[src/rtl/mem_arbiter_pkg.sv]
// Shared definitions for the unified-memory arbiter: memory map defaults,
// FSM state encodings and requester IDs.
package mem_arbiter_pkg;

   localparam logic [31:0] ENTRY_DEFAULT     = 32'h8000_0000;
   localparam int          MEM_WORDS_DEFAULT = 2056;

   typedef enum logic [1:0] {
      ST_IDLE  = 2'd0,
      ST_ISSUE = 2'd1,
      ST_WAIT  = 2'd2,
      ST_RESP  = 2'd3
   } arb_state_t;

   localparam logic REQ_I = 1'b0;
   localparam logic REQ_D = 1'b1;

endpackage

[src/rtl/mem_arbiter_addr_map.sv]
// Byte address to word index translation relative to ENTRY, with range check.
module mem_addr_map
   import mem_arbiter_pkg::*;
#(
   parameter logic [31:0] ENTRY     = ENTRY_DEFAULT,
   parameter int          MEM_WORDS = MEM_WORDS_DEFAULT
)(
   input  logic [31:0] i_addr,
   output logic [31:0] o_idx,
   output logic        o_in_range
);

   localparam logic [31:0] SPAN = 32'(4 * MEM_WORDS);

   logic [31:0] w_offset;

   assign w_offset   = i_addr - ENTRY;
   assign o_idx      = w_offset >> 2;
   // Addresses below ENTRY wrap to large offsets, so both bounds are checked.
   assign o_in_range = (i_addr >= ENTRY) && (w_offset < SPAN);

endmodule

[src/rtl/mem_arbiter.sv]
// Arbitrates fetch (I) and load/store (D) onto one word memory: D has priority,
// a starvation counter forces an I grant after STARVE_MAX back-to-back D grants.
module mem_arbiter
   import mem_arbiter_pkg::*;
#(
   parameter logic [31:0] ENTRY      = ENTRY_DEFAULT,
   parameter int          MEM_WORDS  = MEM_WORDS_DEFAULT,
   parameter int          MEM_LAT    = 1,
   parameter int          STARVE_MAX = 4
)(
   input  logic        clk,
   input  logic        reset,
   input  logic        i_req,
   input  logic [31:0] i_addr,
   output logic        i_gnt,
   output logic        i_rvalid,
   output logic [31:0] i_rdata,
   output logic        i_err,
   input  logic        d_req,
   input  logic        d_we,
   input  logic [3:0]  d_wstrb,
   input  logic [31:0] d_addr,
   input  logic [31:0] d_wdata,
   output logic        d_gnt,
   output logic        d_rvalid,
   output logic [31:0] d_rdata,
   output logic        d_err,
   output logic        mem_en,
   output logic        mem_we,
   output logic [3:0]  mem_wstrb,
   output logic [31:0] mem_idx,
   output logic [31:0] mem_wdata,
   input  logic [31:0] mem_rdata
);

   localparam logic [3:0] LAT_LOAD   = (MEM_LAT > 1) ? 4'(MEM_LAT - 2) : 4'd0;
   localparam logic [2:0] STARVE_LIM = 3'(STARVE_MAX);

   arb_state_t  r_state, w_state_next;
   logic [3:0]  r_lat_cnt;
   logic [2:0]  r_starve;
   logic        r_win;
   logic        r_we;
   logic [3:0]  r_wstrb;
   logic [31:0] r_addr;
   logic [31:0] r_wdata;
   logic [31:0] w_idx;
   logic        w_in_range;
   logic        w_pick_i;

   mem_addr_map #(
      .ENTRY     (ENTRY),
      .MEM_WORDS (MEM_WORDS)
   ) u_addr_map (
      .i_addr     (r_addr),
      .o_idx      (w_idx),
      .o_in_range (w_in_range)
   );

   assign w_pick_i = i_req && (!d_req || (r_starve == STARVE_LIM));

   always_ff @(posedge clk) begin
      if (reset) begin
         r_state   <= ST_IDLE;
         r_lat_cnt <= 4'd0;
         r_starve  <= 3'd0;
         r_win     <= REQ_I;
         r_we      <= 1'b0;
         r_wstrb   <= 4'd0;
         r_addr    <= 32'd0;
         r_wdata   <= 32'd0;
      end else begin
         r_state <= w_state_next;
         case (r_state)
            ST_IDLE: begin
               if (i_req || d_req) begin
                  if (w_pick_i) begin
                     r_win   <= REQ_I;
                     r_addr  <= i_addr;
                     r_we    <= 1'b0;
                     r_wstrb <= 4'd0;
                     r_wdata <= 32'd0;
                  end else begin
                     r_win   <= REQ_D;
                     r_addr  <= d_addr;
                     r_we    <= d_we;
                     r_wstrb <= d_we ? d_wstrb : 4'd0;
                     r_wdata <= d_wdata;
                  end
               end
            end
            ST_ISSUE: begin
               r_lat_cnt <= LAT_LOAD;
               // Only a D grant with fetch still waiting counts towards starvation.
               if ((r_win == REQ_I) || !i_req) begin
                  r_starve <= 3'd0;
               end else if (r_starve != STARVE_LIM) begin
                  r_starve <= r_starve + 3'd1;
               end
            end
            ST_WAIT: begin
               if (r_lat_cnt != 4'd0) begin
                  r_lat_cnt <= r_lat_cnt - 4'd1;
               end
            end
            default: ;
         endcase
      end
   end

   always_comb begin
      w_state_next = r_state;
      i_gnt        = 1'b0;
      i_rvalid     = 1'b0;
      i_rdata      = 32'd0;
      i_err        = 1'b0;
      d_gnt        = 1'b0;
      d_rvalid     = 1'b0;
      d_rdata      = 32'd0;
      d_err        = 1'b0;
      mem_en       = 1'b0;
      mem_we       = 1'b0;
      mem_wstrb    = 4'd0;
      mem_idx      = 32'd0;
      mem_wdata    = 32'd0;
      case (r_state)
         ST_IDLE: begin
            if (i_req || d_req) begin
               w_state_next = ST_ISSUE;
            end
         end
         ST_ISSUE: begin
            i_gnt = (r_win == REQ_I);
            d_gnt = (r_win == REQ_D);
            if (w_in_range) begin
               mem_en       = 1'b1;
               mem_we       = r_we;
               mem_wstrb    = r_wstrb;
               mem_idx      = w_idx;
               mem_wdata    = r_wdata;
               w_state_next = (MEM_LAT > 1) ? ST_WAIT : ST_RESP;
            end else begin
               w_state_next = ST_RESP;
            end
         end
         ST_WAIT: begin
            if (r_lat_cnt == 4'd0) begin
               w_state_next = ST_RESP;
            end
         end
         ST_RESP: begin
            // r_addr is still held, so the range flag here matches the one seen at issue.
            if (r_win == REQ_I) begin
               i_rvalid = 1'b1;
               i_err    = !w_in_range;
               i_rdata  = w_in_range ? mem_rdata : 32'd0;
            end else begin
               d_rvalid = 1'b1;
               d_err    = !w_in_range;
               d_rdata  = (w_in_range && !r_we) ? mem_rdata : 32'd0;
            end
            w_state_next = ST_IDLE;
         end
         default: w_state_next = ST_IDLE;
      endcase
   end

endmodule

[config.mk]
export PLATFORM = sky130hd
export DESIGN_NAME = mem_arbiter
export DESIGN_NICKNAME = d
export VERILOG_FILES = /design/src/rtl/mem_arbiter_pkg.sv /design/src/rtl/mem_arbiter_addr_map.sv /design/src/rtl/mem_arbiter.sv
export SDC_FILE = /design/constraint.sdc
export NUM_CORES = 1
export LEC_CHECK = 0
export ABC_CLOCK_PERIOD_IN_PS = 5700
export CORE_UTILIZATION = 40
export CTS_CLUSTER_SIZE = 16
export DETAILED_ROUTE_END_ITERATION = 10
export GPL_ROUTABILITY_DRIVEN = 0
export GPL_TIMING_DRIVEN = 0
export HOLD_SLACK_MARGIN = 0.1
export MAX_ROUTING_LAYER = met4
export PLACE_DENSITY = 0.91
export SYNTH_ARGS = -nofsm -noshare
export SYNTH_HDL_FRONTEND = slang
export SYNTH_HIERARCHICAL = 1
export SYNTH_SLANG_ARGS = --single-unit
[constraint.sdc]
create_clock -name clk -period 5.7 [get_ports clk]
set_input_delay 1.14 -clock clk [delete_from_list [all_inputs] [get_ports clk]]
set_output_delay 1.14 -clock clk [all_outputs]
set_load 0.005 [all_outputs]
---- After elaboration in Yosys (flattened, before gate mapping) ----
Index checks and enable logic that the tools add are counted.
storage, ports and cells
  flip-flop bits (word level) ............. 79
  bits in latches ......................... 0
  bits in writable memories ............... 0
  bits in read-only memories .............. 0
  input bits .............................. 137
  output and inout port bits .............. 140
  logic and storage cells ................. 80
  memories kept ........................... 0
cells by class
  add/subtract/negate cells ............... 3
  $mul .................................... 0
  div/mod/pow operators ................... 0
  order comparisons ....................... 2
  equal/unequal tests ..................... 8
  shift operators ......................... 0
  mux-type cells .......................... 39
  bitwise operators ....................... 1
  reductions and logical operators ........ 19
operators by type and width
  cell                    number
  $mux 32                 10
  $mux 30                 2
  $ge 32x32->1 const B    1
  $lt 32x14->1 const B    1
  $sub 32x32->32 const B  1
  $mux 4                  5
  $mux 1                  16
  $pmux 2 s4              1
  $pmux 4 s2              1
  $reduce_and 2->1        4
  $mux 3                  2
  $ne 2x2->1 const B      3
  $eq 2x2->1 const B      2
  $logic_not 1->1         4
  $logic_not 4->1         1
  $mux 2                  2
  $reduce_bool 2->1       2
  $reduce_bool 4->1       1
  $sub 4x1->4 const B     1
  $add 3x1->3 const B     1
  $eq 3x3->1 const B      1
  $logic_and 1x1->1       3
  $logic_or 1x1->1        3
  $ne 3x3->1 const B      1
  3 further kinds         3

---- Logic depth before layout (Yosys ltp) ----
  depth in word-level cells ............... 7
  mapped depth ............................ 7
  gate-level depth less buffers ........... 5

---- Modules after synthesis ----
The synthesis kept the hierarchy.
modules (own cells, without submodules)
  module        instances  cells an instance  area an instance (µm²)  seq. area each (µm²)
  mem_arbiter   1          589                4506.8                  1581.5
  mem_addr_map  1          43                 305.3                   0.0

---- Worst setup path after synthesis ----
OpenSTA, ideal clock, no wires.
  kind .................................... reg2out
  start ................................... register r_addr[22]
  end ..................................... output port d_rdata[10]
  arrival ................................. 1839 ps
  data required time ...................... 4560 ps
  setup slack ............................. 2721 ps
  stages on the path, launching flop included .. 6
  path buffers ............................ 1
  path through ............................ dfxtp_1 > or4_1 > a211oi_2 > nor3b_1 > clkbuf_1 > and2_1
between the ends
  longest elaborated chain between the ends .. 7
  elaborated cells on any way between the ends .. 8
  those cells by class .................... add/sub (1); order compare (2); mux (3); reduce/logical (2)
ends and longest elaborated chain
  what                    line                        text
  from (decl)             mem_arbiter.sv:45           logic [31:0] r_addr;
  from (signal assigned)  mem_arbiter.sv:79           r_addr <= i_addr;
  from (signal assigned)  mem_arbiter.sv:85           r_addr <= d_addr;
  $sub 32x32->32          mem_arbiter_addr_map.sv:17  assign w_offset = i_addr - ENTRY;
  $lt 32x14->1            mem_arbiter_addr_map.sv:20  assign o_in_range = (i_addr >= ENTRY) && (w_offset < SPAN);
  $logic_and 1x1->1 (*)   mem_arbiter_addr_map.sv:20
  via w_in_range          mem_arbiter.sv:48           logic w_in_range;
  $logic_and 1x1->1 (*)   mem_arbiter.sv:160          d_rdata = (w_in_range && !r_we) ? mem_rdata : 32'd0;
  $mux 32 (*)             mem_arbiter.sv:160
  $mux 32 (*)             mem_arbiter.sv:153          if (r_win == REQ_I) begin
  $mux 32 (*)             mem_arbiter.sv:126          case (r_state)
  to (decl)               mem_arbiter.sv:26           output logic [31:0] d_rdata,
Mark *: on every way through the listed nets, which the timed path passes. The rest lies on a longest branch.

---- Worst setup path in the final report ----
  start ................................... register r_addr[16]
  end ..................................... output port i_rdata[19]
between the ends
  longest elaborated chain between the ends .. 6
  elaborated cells on any way between the ends .. 7
  those cells by class .................... add/sub (1); order compare (2); mux (3); reduce/logical (1)
ends and longest elaborated chain
  what                   line                        text
  $sub 32x32->32         mem_arbiter_addr_map.sv:17
  $lt 32x14->1           mem_arbiter_addr_map.sv:20
  $logic_and 1x1->1 (*)  mem_arbiter_addr_map.sv:20
  via w_in_range         mem_arbiter.sv:48
  $mux 32 (*)            mem_arbiter.sv:156          i_rdata = w_in_range ? mem_rdata : 32'd0;
  $mux 32 (*)            mem_arbiter.sv:153
  $mux 32 (*)            mem_arbiter.sv:126
  to (decl)              mem_arbiter.sv:17           output logic [31:0] i_rdata,
Marked as above.

==> flow_metrics.tcl <==
set metrics [dict create \
    powerDensity_nw_per_um2 216 \
    postPlaceCellArea_um2 7600 \
    fmax_ghz 0.214 \
    ios 277 \
    totalWireLength_um 19000 \
    tightest_slew_ps 652 \
    hold_class "flip-flop to flip-flop" \
    syn_to_final_growth_pct 66.9 \
    antennaDiodeCount 0 \
    finalNonFillerCells 1051 \
    p_comb_share_pct 28.4 \
    vias_per_cell 5.58 \
    postRouteAntennaNets 0 \
    avgRoutedWirePerCell_um 18.0 \
    rows 39 \
    syn-cell-area_um2 4730 \
    final_common_cell "clkdlybuf4s50_1" \
    clock-sinks 77 \
    netlist_instances 622 \
    setup_tns_ps 0 \
    htree_levels 3 \
    post-route-min-period_ps 4670 \
    worstSkewPairLatency_ps 340 \
    stdcell_area_um2 7890 \
    die_area_um2 12300 \
    fin_crit_sh_pct 81.9 \
    cap_violations 0 \
    drc 0 \
    r2r_cells 6 \
    arrival_ps 3530 \
    numCtsBuffers 9 \
    vias 5860 \
    initial_core_util_pct 41.2 \
    grt_pass1_vias 5462 \
    rsz0062_at_grt "no" \
    dp_hpwl_um 14300 \
    holdBufCountCts 0 \
    min_from "r_wdata[6]" \
    dp.cells 1035 \
    grt_pass1_wl_um 29300 \
    p_sw_share_pct 32.9 \
    ys.warnings.count 6 \
    pwr-share-clk_pct 33.3 \
    worstReg2RegStart "r_starve[0]" \
    cp.required_ps 4560 \
    setup_violations 0 \
    dr.first_iter.drc_count 449 \
    peakVddDrop_v 0.000182 \
    grt_use_total_pct 30.8 \
    cts_resized 0 \
    final_cell_mix "clkdlybuf4s50_1, and3_1, dfxtp_1" \
    io_buffers 269 \
    drive_gt1_share_pct 7.49 \
    place_ws_ps 1470 \
    p_leak_uw 0.00324 \
    avgSynthCellArea_um2 7.60 \
    p_seq_share_pct 38.3 \
    crit_path_start "r_addr[16]" \
    end_kind "output pin" \
    die_h_um 111 \
    dr.pass1.iters 6 \
    finalNetCount 1049 \
    cp-start-kind "flip-flop" \
    fin_skew_ps 10.7 \
    status "finished, final reports clean" \
    core_area_um2 11500 \
    holdPathStages 2 \
    finalHoldViolCount 0 \
    p_int_uw 1140 \
    crit_type "flip-flop to output pin" \
    slew_violations 0 \
    crit_fanout 10 \
    antenna_found_initial 0 \
    overflow 0 \
    cts-root-buf "clkbuf_16" \
    die_w_um 111 \
    grt_max_degree 17 \
    cts_setup_buffers 0 \
    cts_buffer_depth 2 \
    power_switching_uw 561 \
    tritoncts "done" \
    path_clk_slew_ps 70 \
    fin_ws_ps 1030 \
    final_core_util_pct 68.8 \
    maxSlewHeadroom_pct 56.6 \
]
==> registers in the layout, summed over array words and instances, names as in the netlist <==
name       flops
r_wstrb        4
r_win          1
r_wdata       32
r_state        2
r_we           1
r_addr        30
r_lat_cnt      4
r_starve       3
==> metal layers <==
layer  track usage, %  wire length, um  vias up
met2             48.2             8780      326
met4             6.31              310        0
met3             7.00             1730       33
met1             40.9             8140     2730
li1                 -                -     2771
met5                -                0        -
==> layout make-up <==
type | count | area, um2
Buffer | 101 | 522
Clock buffer | 9 | 225
Clock inverter | 7 | 63.8
Fill cell | 918 | 3580
Inverter | 11 | 41.3
Multi-Input combinational cell | 434 | 2630
Sequential cell | 77 | 1540
Tap cell | 143 | 179
Timing Repair Buffer | 269 | 2690
==> worst max-delay path: stages (launching register included) <==
cell,delay [ps]
dfxtp_1,320
nor4_1,380
nand4_1,180
a211oi_2,540
clkbuf_1,570
clkbuf_1,390
and3_1,290
clkdlybuf4s50_1,520
==> power groups by stage <==
stage | registers [uW] | clock network, uW | logic, uW
2_1_floorplan | 646 | 0 | 283
3_3_place_gp | 658 | 0 | 462
3_5_place_dp | 662 | 0 | 473
4_1_cts | 650 | 571 | 476
5_1_grt | 659 | 596 | 525
6_report | 652 | 568 | 483
==> path summary, 6_finish.rpt <==
check                      to  slack [ps]
hold reg to reg    r_wdata[6]         450
setup reg to reg   r_addr[22]        3650
setup / recovery  i_rdata[19]        1030
hold / removal     r_wdata[6]         450
==> stage by stage <==
stage | hold WS (ps) | power [uW]
floorplan | 427 | 930
finish | 448 | 1700
CTS | 448 | 1700
global route | 459 | 1780
global placement | 434 | 1120
detailed placement | 440 | 1130
Note: power is estimated with default switching activity, not from simulation.
